==> config.mk <==
export PLATFORM = sky130hd
export DESIGN_NAME = mult_div_unit
export DESIGN_NICKNAME = d
export VERILOG_FILES = /design/src/rtl/mult_div_unit_pkg.sv /design/src/rtl/mult_div_unit_add_sub.sv /design/src/rtl/mult_div_unit.sv
export SDC_FILE = /design/constraint.sdc
export NUM_CORES = 1
export LEC_CHECK = 0
export ABC_AREA = 1
export CAP_MARGIN = 25
export CORE_ASPECT_RATIO = 0.8
export CORE_MARGIN = 5
export CORE_UTILIZATION = 50
export DETAILED_ROUTE_END_ITERATION = 8
export PLACE_DENSITY = 0.79
export SYNTH_ARGS = -nofsm -noshare
export SYNTH_HDL_FRONTEND = slang
export SYNTH_SLANG_ARGS = --single-unit
==> constraint.sdc <==
create_clock -name clk -period 5.7 [get_ports clk]
set_input_delay 1.14 -clock clk [delete_from_list [all_inputs] [get_ports clk]]
set_output_delay 1.14 -clock clk [all_outputs]
set_load 0.02 [all_outputs]
==> src/rtl/mult_div_unit_pkg.sv <==
// Shared op codes, state encoding and sizing helper for the MIPS multiply/divide unit.
package mult_div_unit_pkg;

   localparam logic [1:0] OP_MULTU = 2'b00;
   localparam logic [1:0] OP_MULT  = 2'b01;
   localparam logic [1:0] OP_DIVU  = 2'b10;
   localparam logic [1:0] OP_DIV   = 2'b11;

   typedef enum logic [1:0] {
      IDLE,
      CALC,
      FIX
   } state_e;

   function automatic int unsigned clog2(input int unsigned v);
      int unsigned r;
      r = 0;
      while ((1 << r) < v) r = r + 1;
      return r;
   endfunction

endpackage

==> src/rtl/mult_div_unit_add_sub.sv <==
// n-bit adder/subtractor: s = x + y when subOrCin is 0, s = x - y when it is 1.
module nBitAddSub #(
   parameter int unsigned n = 8
) (
   input  logic [n-1:0] x,
   input  logic [n-1:0] y,
   input  logic         subOrCin,
   output logic [n-1:0] s,
   output logic         cout
);

   always_comb begin
      {cout, s} = {1'b0, x} + {1'b0, y ^ {n{subOrCin}}} + {{n{1'b0}}, subOrCin};
   end

endmodule

==> src/rtl/mult_div_unit.sv <==
// Sequential MULT/MULTU/DIV/DIVU unit: one shared add/subtract datapath, N iterations per op,
// results written to HI/LO together with a one-cycle done pulse.
module mult_div_unit
   import mult_div_unit_pkg::*;
#(
   parameter int unsigned N = 32
) (
   input  logic         clk,
   input  logic         rstN,
   input  logic         start,
   input  logic [1:0]   op,
   input  logic [N-1:0] a,
   input  logic [N-1:0] b,
   output logic         busy,
   output logic         done,
   output logic [N-1:0] hi,
   output logic [N-1:0] lo,
   output logic         divByZero
);

   localparam int unsigned CW = clog2(N);
   localparam logic [CW-1:0] LastIter = CW'(N - 1);

   state_e          state_q, state_d;
   logic            div_q, div_d;
   logic            neg_q, neg_d;
   logic            sign_a_q, sign_a_d;
   logic            bz_q, bz_d;
   logic [CW-1:0]   cnt_q, cnt_d;
   logic [N-1:0]    acc_q, acc_d;
   logic [N-1:0]    mq_q, mq_d;
   logic [N-1:0]    md_q, md_d;
   logic [N-1:0]    a_raw_q, a_raw_d;
   logic [N-1:0]    hi_q, hi_d;
   logic [N-1:0]    lo_q, lo_d;
   logic            busy_q, busy_d;
   logic            done_q, done_d;
   logic            dz_q, dz_d;

   logic            op_div;
   logic            op_signed;
   logic [N-1:0]    abs_a;
   logic [N-1:0]    abs_b;
   logic [N:0]      add_x;
   logic [N:0]      add_y;
   logic [N:0]      add_s;
   logic            add_cout;
   logic [N:0]      mul_part;
   logic [2*N-1:0]  prod;

   assign op_div    = (op == OP_DIVU) || (op == OP_DIV);
   assign op_signed = (op == OP_MULT) || (op == OP_DIV);
   assign abs_a     = (op_signed && a[N-1]) ? -a : a;
   assign abs_b     = (op_signed && b[N-1]) ? -b : b;

   // Multiply adds with both operands moved up one place so the carry out lands on cout;
   // divide subtracts the divisor from the left-shifted remainder.
   assign add_x = div_q ? {acc_q, mq_q[N-1]} : {acc_q, 1'b0};
   assign add_y = div_q ? {1'b0, md_q} : {md_q, 1'b0};

   nBitAddSub #(
      .n(N + 1)
   ) u_add_sub (
      .x       (add_x),
      .y       (add_y),
      .subOrCin(div_q),
      .s       (add_s),
      .cout    (add_cout)
   );

   assign mul_part = mq_q[0] ? {add_cout, add_s[N:1]} : {1'b0, acc_q};
   assign prod     = {acc_q, mq_q};

   always_comb begin
      state_d  = state_q;
      div_d    = div_q;
      neg_d    = neg_q;
      sign_a_d = sign_a_q;
      bz_d     = bz_q;
      cnt_d    = cnt_q;
      acc_d    = acc_q;
      mq_d     = mq_q;
      md_d     = md_q;
      a_raw_d  = a_raw_q;
      hi_d     = hi_q;
      lo_d     = lo_q;
      busy_d   = busy_q;
      done_d   = 1'b0;
      dz_d     = dz_q;
      unique case (state_q)
         IDLE: begin
            if (start) begin
               state_d  = CALC;
               div_d    = op_div;
               neg_d    = op_signed && (a[N-1] ^ b[N-1]);
               sign_a_d = op_signed && a[N-1];
               bz_d     = op_div && (b == '0);
               cnt_d    = '0;
               acc_d    = '0;
               mq_d     = op_div ? abs_a : abs_b;
               md_d     = op_div ? abs_b : abs_a;
               a_raw_d  = a;
               busy_d   = 1'b1;
               dz_d     = 1'b0;
            end
         end
         CALC: begin
            if (div_q) begin
               // Negative trial (sign bit set) keeps the shifted remainder.
               acc_d = add_s[N] ? {acc_q[N-2:0], mq_q[N-1]} : add_s[N-1:0];
               mq_d  = {mq_q[N-2:0], ~add_s[N]};
            end else begin
               acc_d = mul_part[N:1];
               mq_d  = {mul_part[0], mq_q[N-1:1]};
            end
            cnt_d = cnt_q + CW'(1);
            if (cnt_q == LastIter) state_d = FIX;
         end
         FIX: begin
            if (!div_q) begin
               {hi_d, lo_d} = neg_q ? -prod : prod;
            end else if (bz_q) begin
               hi_d = a_raw_q;
               lo_d = '1;
            end else begin
               hi_d = sign_a_q ? -acc_q : acc_q;
               lo_d = neg_q ? -mq_q : mq_q;
            end
            dz_d    = bz_q;
            done_d  = 1'b1;
            busy_d  = 1'b0;
            state_d = IDLE;
         end
         default: state_d = IDLE;
      endcase
   end

   always_ff @(posedge clk or negedge rstN) begin
      if (!rstN) begin
         state_q  <= IDLE;
         div_q    <= 1'b0;
         neg_q    <= 1'b0;
         sign_a_q <= 1'b0;
         bz_q     <= 1'b0;
         cnt_q    <= '0;
         acc_q    <= '0;
         mq_q     <= '0;
         md_q     <= '0;
         a_raw_q  <= '0;
         hi_q     <= '0;
         lo_q     <= '0;
         busy_q   <= 1'b0;
         done_q   <= 1'b0;
         dz_q     <= 1'b0;
      end else begin
         state_q  <= state_d;
         div_q    <= div_d;
         neg_q    <= neg_d;
         sign_a_q <= sign_a_d;
         bz_q     <= bz_d;
         cnt_q    <= cnt_d;
         acc_q    <= acc_d;
         mq_q     <= mq_d;
         md_q     <= md_d;
         a_raw_q  <= a_raw_d;
         hi_q     <= hi_d;
         lo_q     <= lo_d;
         busy_q   <= busy_d;
         done_q   <= done_d;
         dz_q     <= dz_d;
      end
   end

   assign busy      = busy_q;
   assign done      = done_q;
   assign hi        = hi_q;
   assign lo        = lo_q;
   assign divByZero = dz_q;

endmodule

==> flow_summary.toml, run 1 <==
[synth]
synth.distinct_cells = 60
yosysMostFrequentCell = "nand2_1"
syn_inst = 3001
synth_xor_area_share_pct = 2.61
synth_top_family_by_area = "simple AND/OR/NAND/NOR gates"
netlist_area_um2 = 18100
avgSynthCellArea_um2 = 6.04
ys_seq_elements = 206
synthesis.nets = 3110
muxShareOfSynthArea_pct = 0
yosysTopAreaCell = "dfrtp_1"
async_flop_share_pct = 100
synthAdderAreaFrac_pct = 2.80
synth-edff-count = 0
synthTopCellsByCount = "nand2_1 (962), inv_1 (334), nor2_1 (311)"
synth_flop_cell = "dfrtp_1"
seq_area_frac_synth_pct = 28.4
yosys-top-cells-area = "dfrtp_1 (28%), nand2_1 (20%), nand3_1 (7.6%)"
yosys_warnings = 0
synthSimpleGateAreaFrac_pct = 39.8
synth_top_area_share_pct = 28.4
synth-compound-area-share_pct = 15.8

[setup_path]
r2r_cells = 18
path_buf_inv = 3
cp.depth = 18
worstReg2RegStart = "div_q$_DFFE_PN0P_"
crit_chain = "clkinv_2 -> o21ai_0 -> inv_1 -> fa_1 -> inv_1 -> nand2_1 -> nand2_1 -> nand3_1 -> nand2_2 -> nand2_1 -> nand2_2 -> nand2_4 -> nand3_4 -> nand2_8 -> nand2_1 -> nand3_1 -> nand2_1 -> o21ai_0"
crit_family = "simple AND/OR/NAND/NOR gates"
crit_arrival_ns = 4.85
cp-end-kind = "register"
cp-endpoint = "acc_q[16]$_DFFE_PN0P_"
cpMostUsedCell = "nand2_1"
crit_required_ns = 6.11
r2r_end = "acc_q[16]$_DFFE_PN0P_"
cp-start-kind = "register"
startpoint = "div_q$_DFFE_PN0P_"
crit_type = "reg -> reg"
rrSetupSlack_ns = 1.26
cp_max_fo = 69
cp_slowest_cell = "clkinv_2"
critPathMaxStageDelay_ns = 0.81

[grt]
grt_pass1_vias = 19600
grt_usage_pct = 37.5
antenna_found_initial = 1
grt_max_degree = 108
grt_pass1_wl_um = 119000
grt-ovfl-total = 0

[status]
outcome = "finished, final reports clean"

[timing]
slew_viol_final = 0
fmax_ghz = 0.225
min_period_over_period_pct = 77.9
fin_setup_tns_ns = 0
rsz0062_at_grt = "no"
hold_viol_final = 0
tightestPinTransition_ns = 1.06
finalClockSkew_ns = 0.0172
setup_viol_count_final = 0
min_period_ns = 4.44
relSlewSlack_pct = 28.7

[drt]
avgViaCountPerCell = 5.95
ant_nets = 0
drt_drc_violations_left = 0
drtIter0Drc = 2933
vias = 21100
wl_um = 78200
drt_first_pass_iters = 6
wl_per_cell_um = 22.0

[floorplanning]
floorplan.initialDensity_pct = 50.6
die_x_um = 223
rows = 62
pin_count = 136
die_h_um = 180
dieArea_um2 = 40200
fp.coreArea_um2 = 35800

[hold_path]
hold_class = "reg -> reg"
min_path_cells = 2

[power]
peakVddDrop_mv = 0.648
p_total_uw = 14100
power-per-cell-area_nw_per_um2 = 682
leakagePower_uw = 0.0100

[clock_tree]
cts_setup_buffers = 0
cts_inserted_buffers = 24
numClockSinks = 206
cts-root-buf = "clkbuf_16"
cts-htree-levels = 1
cts_tree = "built"
cts.path.max_buffers = 3
postCtsHoldBufs = 0
clock_latency_ns = 0.58
ctsResizeCount = 0
cts.clk_slew.worst_paths_ns = 0.06

[placed_design]
gp_congestion = 1.03
port_buffers = 135
dp_hpwl_um = 59400

[cells_and_area]
drive_gt1_share_pct = 5.02
nets = 3159
syn2layout_area_growth_pct = 13.5

[job]
maxCapViolations = 0
report_power, final:
group,internal (µW),switching (µW)
clock network,969,724
logic,3010,6360
registers,2040,949
total,6020,8030
metrics by stage:
step                worst slack (ns)  cells  hold WS, ns  util, %  instance area (µm²)
finish                          1.26   3548        0.484     57.5                20600
floorplan                       2.78   3001        0.448        -                18100
global route                   0.926   3547        0.506     57.4                20600
detailed placement              1.33   3504        0.474     55.1                19700
CTS                             1.37   3547        0.491     57.4                20600
global placement                1.26   3503        0.464     55.1                19700
logic make-up (layout without fill, tap and decap cells):
logic type,Yosys count,in the layout
AND/OR/NAND/NOR,1697,1697
AO/OA/AOI/OAI,517,517
buffers and inverters,487,553
flip-flops,206,206
XOR/XNOR,54,54
adder cells (fa/ha/maj),40,40
other,0,1
worst register-to-register path, cell delays in order, from the launching register on:
cell and delay [ns]:
dfrtp_4 0.77, clkinv_2 0.83, o21ai_0 0.54, inv_1 0.11, fa_1 0.45, inv_1 0.12, nand2_1 0.06, nand2_1 0.08
nand3_1 0.09, nand2_2 0.11, nand2_1 0.07, nand2_2 0.11, nand2_4 0.08, nand3_4 0.23, nand2_8 0.25, nand2_1 0.14
nand3_1 0.07, nand2_1 0.10, o21ai_0 0.08
layout by cell type, fill, tap and decap left out, types with 13 or more instances in the layout:
cell             count
nand2_1            962
inv_1              333
nor2_1             308
nand3_1            276
o21ai_0            205
dfrtp_1            204
a21oi_1            199
clkdlybuf4s50_1    134
xor2_1              45
ha_1                39
nor3_1              34
o211ai_1            27
buf_4               27
nand4_1             25
clkbuf_16           24
nand3b_1            19
nand3_2             18
nand2_2             17
a31oi_1             13
area by class of cell:
class,instances,area (µm²)
Timing Repair Buffer,163,1580
Fill cell,3601,15200
Inverter,347,1310
Multi-Input combinational cell,2308,11100
Clock inverter,14,184
Clock buffer,29,659
Tap cell,480,601
Sequential cell,206,5160
Antenna cell,1,2.50
how the worst min path moves through the flow:
| stage | startpoint | endpoint | slack, ns |
|---|---|---|---|
| finish | hi[21]$_DFFE_PN0P_ | hi[21]$_DFFE_PN0P_ | 0.48 |
| global route | hi[21]$_DFFE_PN0P_ | hi[21]$_DFFE_PN0P_ | 0.51 |
| CTS | a_raw_q[29]$_DFFE_PN0P_ | a_raw_q[29]$_DFFE_PN0P_ | 0.49 |
| detailed placement | a_raw_q[29]$_DFFE_PN0P_ | a_raw_q[29]$_DFFE_PN0P_ | 0.47 |
| global placement | hi[30]$_DFFE_PN0P_ | hi[30]$_DFFE_PN0P_ | 0.46 |
| floorplan | a_raw_q[15]$_DFFE_PN0P_ | a_raw_q[15]$_DFFE_PN0P_ | 0.45 |
registers in the layout, indices dropped and copies added (netlist names):
register / cells
neg_q: 1
sign_a_q: 1
state_q: 2
cnt_q: 5
bz_q: 1
md_q: 32
a_raw_q: 32
mq_q: 32
hi: 32
done: 1
divByZero: 1
div_q: 1
lo: 32
busy: 1
acc_q: 32
per-layer routing:
metal | track usage (%) | vias to the layer above | share of wire, %
li1 | - | 9785 | -
met1 | 53.7 | 9760 | 42
met2 | 54.8 | 1387 | 41
met3 | 10.3 | 189 | 13
met4 | 12.6 | 2 | 4.2
met5 | 0 | - | 0.015
No activity file was read; power rests on OpenSTA's default activity.
==> run 2, diff against run 1 <==
Clock period 5.7 ns to 4.39 ns, I/O delays scaled along.
==> run 2 against run 1 <==
The flow now finishes with violations (DRC). Design area grew 0.73%. Register-to-register slack lost 0.39 ns. Clock power grew 27%. Die area is the same. Hold slack lost 0.11 ns. Combinational power grew 32%. Worst setup slack lost 0.39 ns. Via count grew 0.56%. Final cell count grew 0.51%. Wire length shrank 0.84%. Largest power group unchanged.
==> flow_summary.toml, run 2 (same netlist as run 1, synthesis figures left out) <==
[timing]
fin_setup_tns_ns = 0
fmax_ghz = 0.284
rsz0062_at_grt = "no"
tightestPinTransition_ns = 0.974
min_period_ns = 3.52
finalClockSkew_ns = 0.0139
hold_viol_final = 0
setup_viol_count_final = 0
setup_slack_ns = 0.869
relSlewSlack_pct = 34.6
slew_viol_final = 0
min_period_over_period_pct = 80.2

[cells_and_area]
mostFrequentLayoutCell = "nand2_1"
fillCellCount = 3682
n_antenna_cell = 0
syn2layout_area_growth_pct = 14.3
final_area_um2 = 20700
seqCellArea_um2 = 5160
drive_gt1_share_pct = 5.48
nets = 3178
instances_no_fill = 3566
multi_input_area_um2 = 11100
fin_util_pct = 57.9
final_cell_mix = "nand2_1 (962), inv_1 (333), nor2_1 (308), nand3_1 (276), o21ai_0 (205)"

[drt]
drt_drc_violations_left = 8
vias = 21200
avgViaCountPerCell = 5.96
wl_per_cell_um = 21.8
wl_um = 77600
drt_first_pass_iters = 9
ant_nets = 0
drtIter0Drc = 2955

[setup_path]
critPathMaxStageDelay_ns = 0.48
cp_slowest_cell = "dfrtp_4"
cp-start-kind = "register"
cp-end-kind = "register"
crit_type = "reg -> reg"
r2r_cells = 17
crit_required_ns = 4.84
cpMostUsedCell = "nand2_1"
rrSetupSlack_ns = 0.87
crit_chain = "clkinv_2 -> buf_4 -> nand2_1 -> o21ai_0 -> ha_1 -> nand2_1 -> inv_1 -> nand2_1 -> nand2_1 -> nand2_1 -> nand2_1 -> a21oi_4 -> nand3_4 -> nand2_8 -> nand3b_1 -> nand3_2 -> nand2_1"
crit_arrival_ns = 3.97
cp_max_fo = 40

[power]
leakagePower_uw = 0.0101
peakVddDrop_mv = 0.870
power-per-cell-area_nw_per_um2 = 883

[clock_tree]
cts-root-buf = "clkbuf_16"
postCtsHoldBufs = 0
numClockSinks = 206
cts.clk_slew.worst_paths_ns = 0.06
ctsResizeCount = 0
clock_latency_ns = 0.57
cts_inserted_buffers = 25
cts_tree = "built"
cts_setup_buffers = 0
cts.path.max_buffers = 3
cts-htree-levels = 1

[floorplanning]
dieArea_um2 = 40200
floorplan.initialDensity_pct = 50.6
die_h_um = 180
die_x_um = 223
pin_count = 136
rows = 62
fp.coreArea_um2 = 35800

[placed_design]
dp_hpwl_um = 60400
dpl-instance-area_um2 = 19900
gp_congestion = 1.06
port_buffers = 135
dp.cells = 3522
dp_slack_ns = 0.932

[grt]
grt_pass1_vias = 19500
grt-ovfl-total = 0
grt_max_degree = 104
antenna_found_initial = 2
grt_usage_pct = 37.2
grt_pass1_wl_um = 118000

[hold_path]
hold_class = "in -> async"

[job]
maxCapViolations = 0

[status]
failed_checks = "DRC"
outcome = "complete, but fails checks"
[run 2: cell types whose count changed in the layout (fill, tap and decap cells not counted), moves of 2 or more]
| cell | change |
|---|---|
| buf_4 | +15 |
| clkbuf_1 | +4 |
| clkinv_2 | -2 |
| inv_6 | -2 |
[run 2: power by group]
| group | internal [µW] | switching, µW |
|---|---|---|
| Clock | 1240 | 907 |
| Combinational | 3970 | 8420 |
| Sequential | 2650 | 1130 |
| Total | 7860 | 10500 |
[run 2: area by class of cell]
type,count,area share (%)
multi-input combinational,2308,53.5
sequential,206,24.9
timing repair buffer,181,8.43
inverter,347,6.33
clock buffer,34,3.37
tap,480,2.90
clock inverter,10,0.603
[run 2: worst max-delay path: cells and delay by family, from the launching register on]
kind	cells	cell delay [ns]
AO/OA/AOI/OAI	2	0.33
buffers and inverters	3	0.73
adder cells (fa/ha/maj)	1	0.34
AND/OR/NAND/NOR	11	1.50
flip-flops	1	0.48
[run 2: worst paths after layout]
check                                        start                    end
worst max-delay path             div_q$_DFFE_PN0P_  acc_q[11]$_DFFE_PN0P_
worst min-delay path                          rstN  acc_q[26]$_DFFE_PN0P_
worst max register to register   div_q$_DFFE_PN0P_  acc_q[11]$_DFFE_PN0P_
worst min register to register  hi[17]$_DFFE_PN0P_     hi[17]$_DFFE_PN0P_
max in group asynchronous                     rstN      neg_q$_DFFE_PN0P_
min in group clk                hi[17]$_DFFE_PN0P_     hi[17]$_DFFE_PN0P_
[run 2: stage by stage]
stage,total power (µW),hold slack [ns]
6_report,18300,0.377
5_1_grt,19700,0.493
2_1_floorplan,12200,0.448
3_5_place_dp,15700,0.470
4_1_cts,17900,0.433
3_3_place_gp,15500,0.463
[run 2: layer usage]
layer  track usage (%)  vias to the layer above  wire [µm]
met5                 0                        -          8
met4              14.7                        2       4110
met3              8.88                      203       9010
met2              53.7                     1339      31600
met1              53.7                     9876      32900
li1                  -                     9821          -
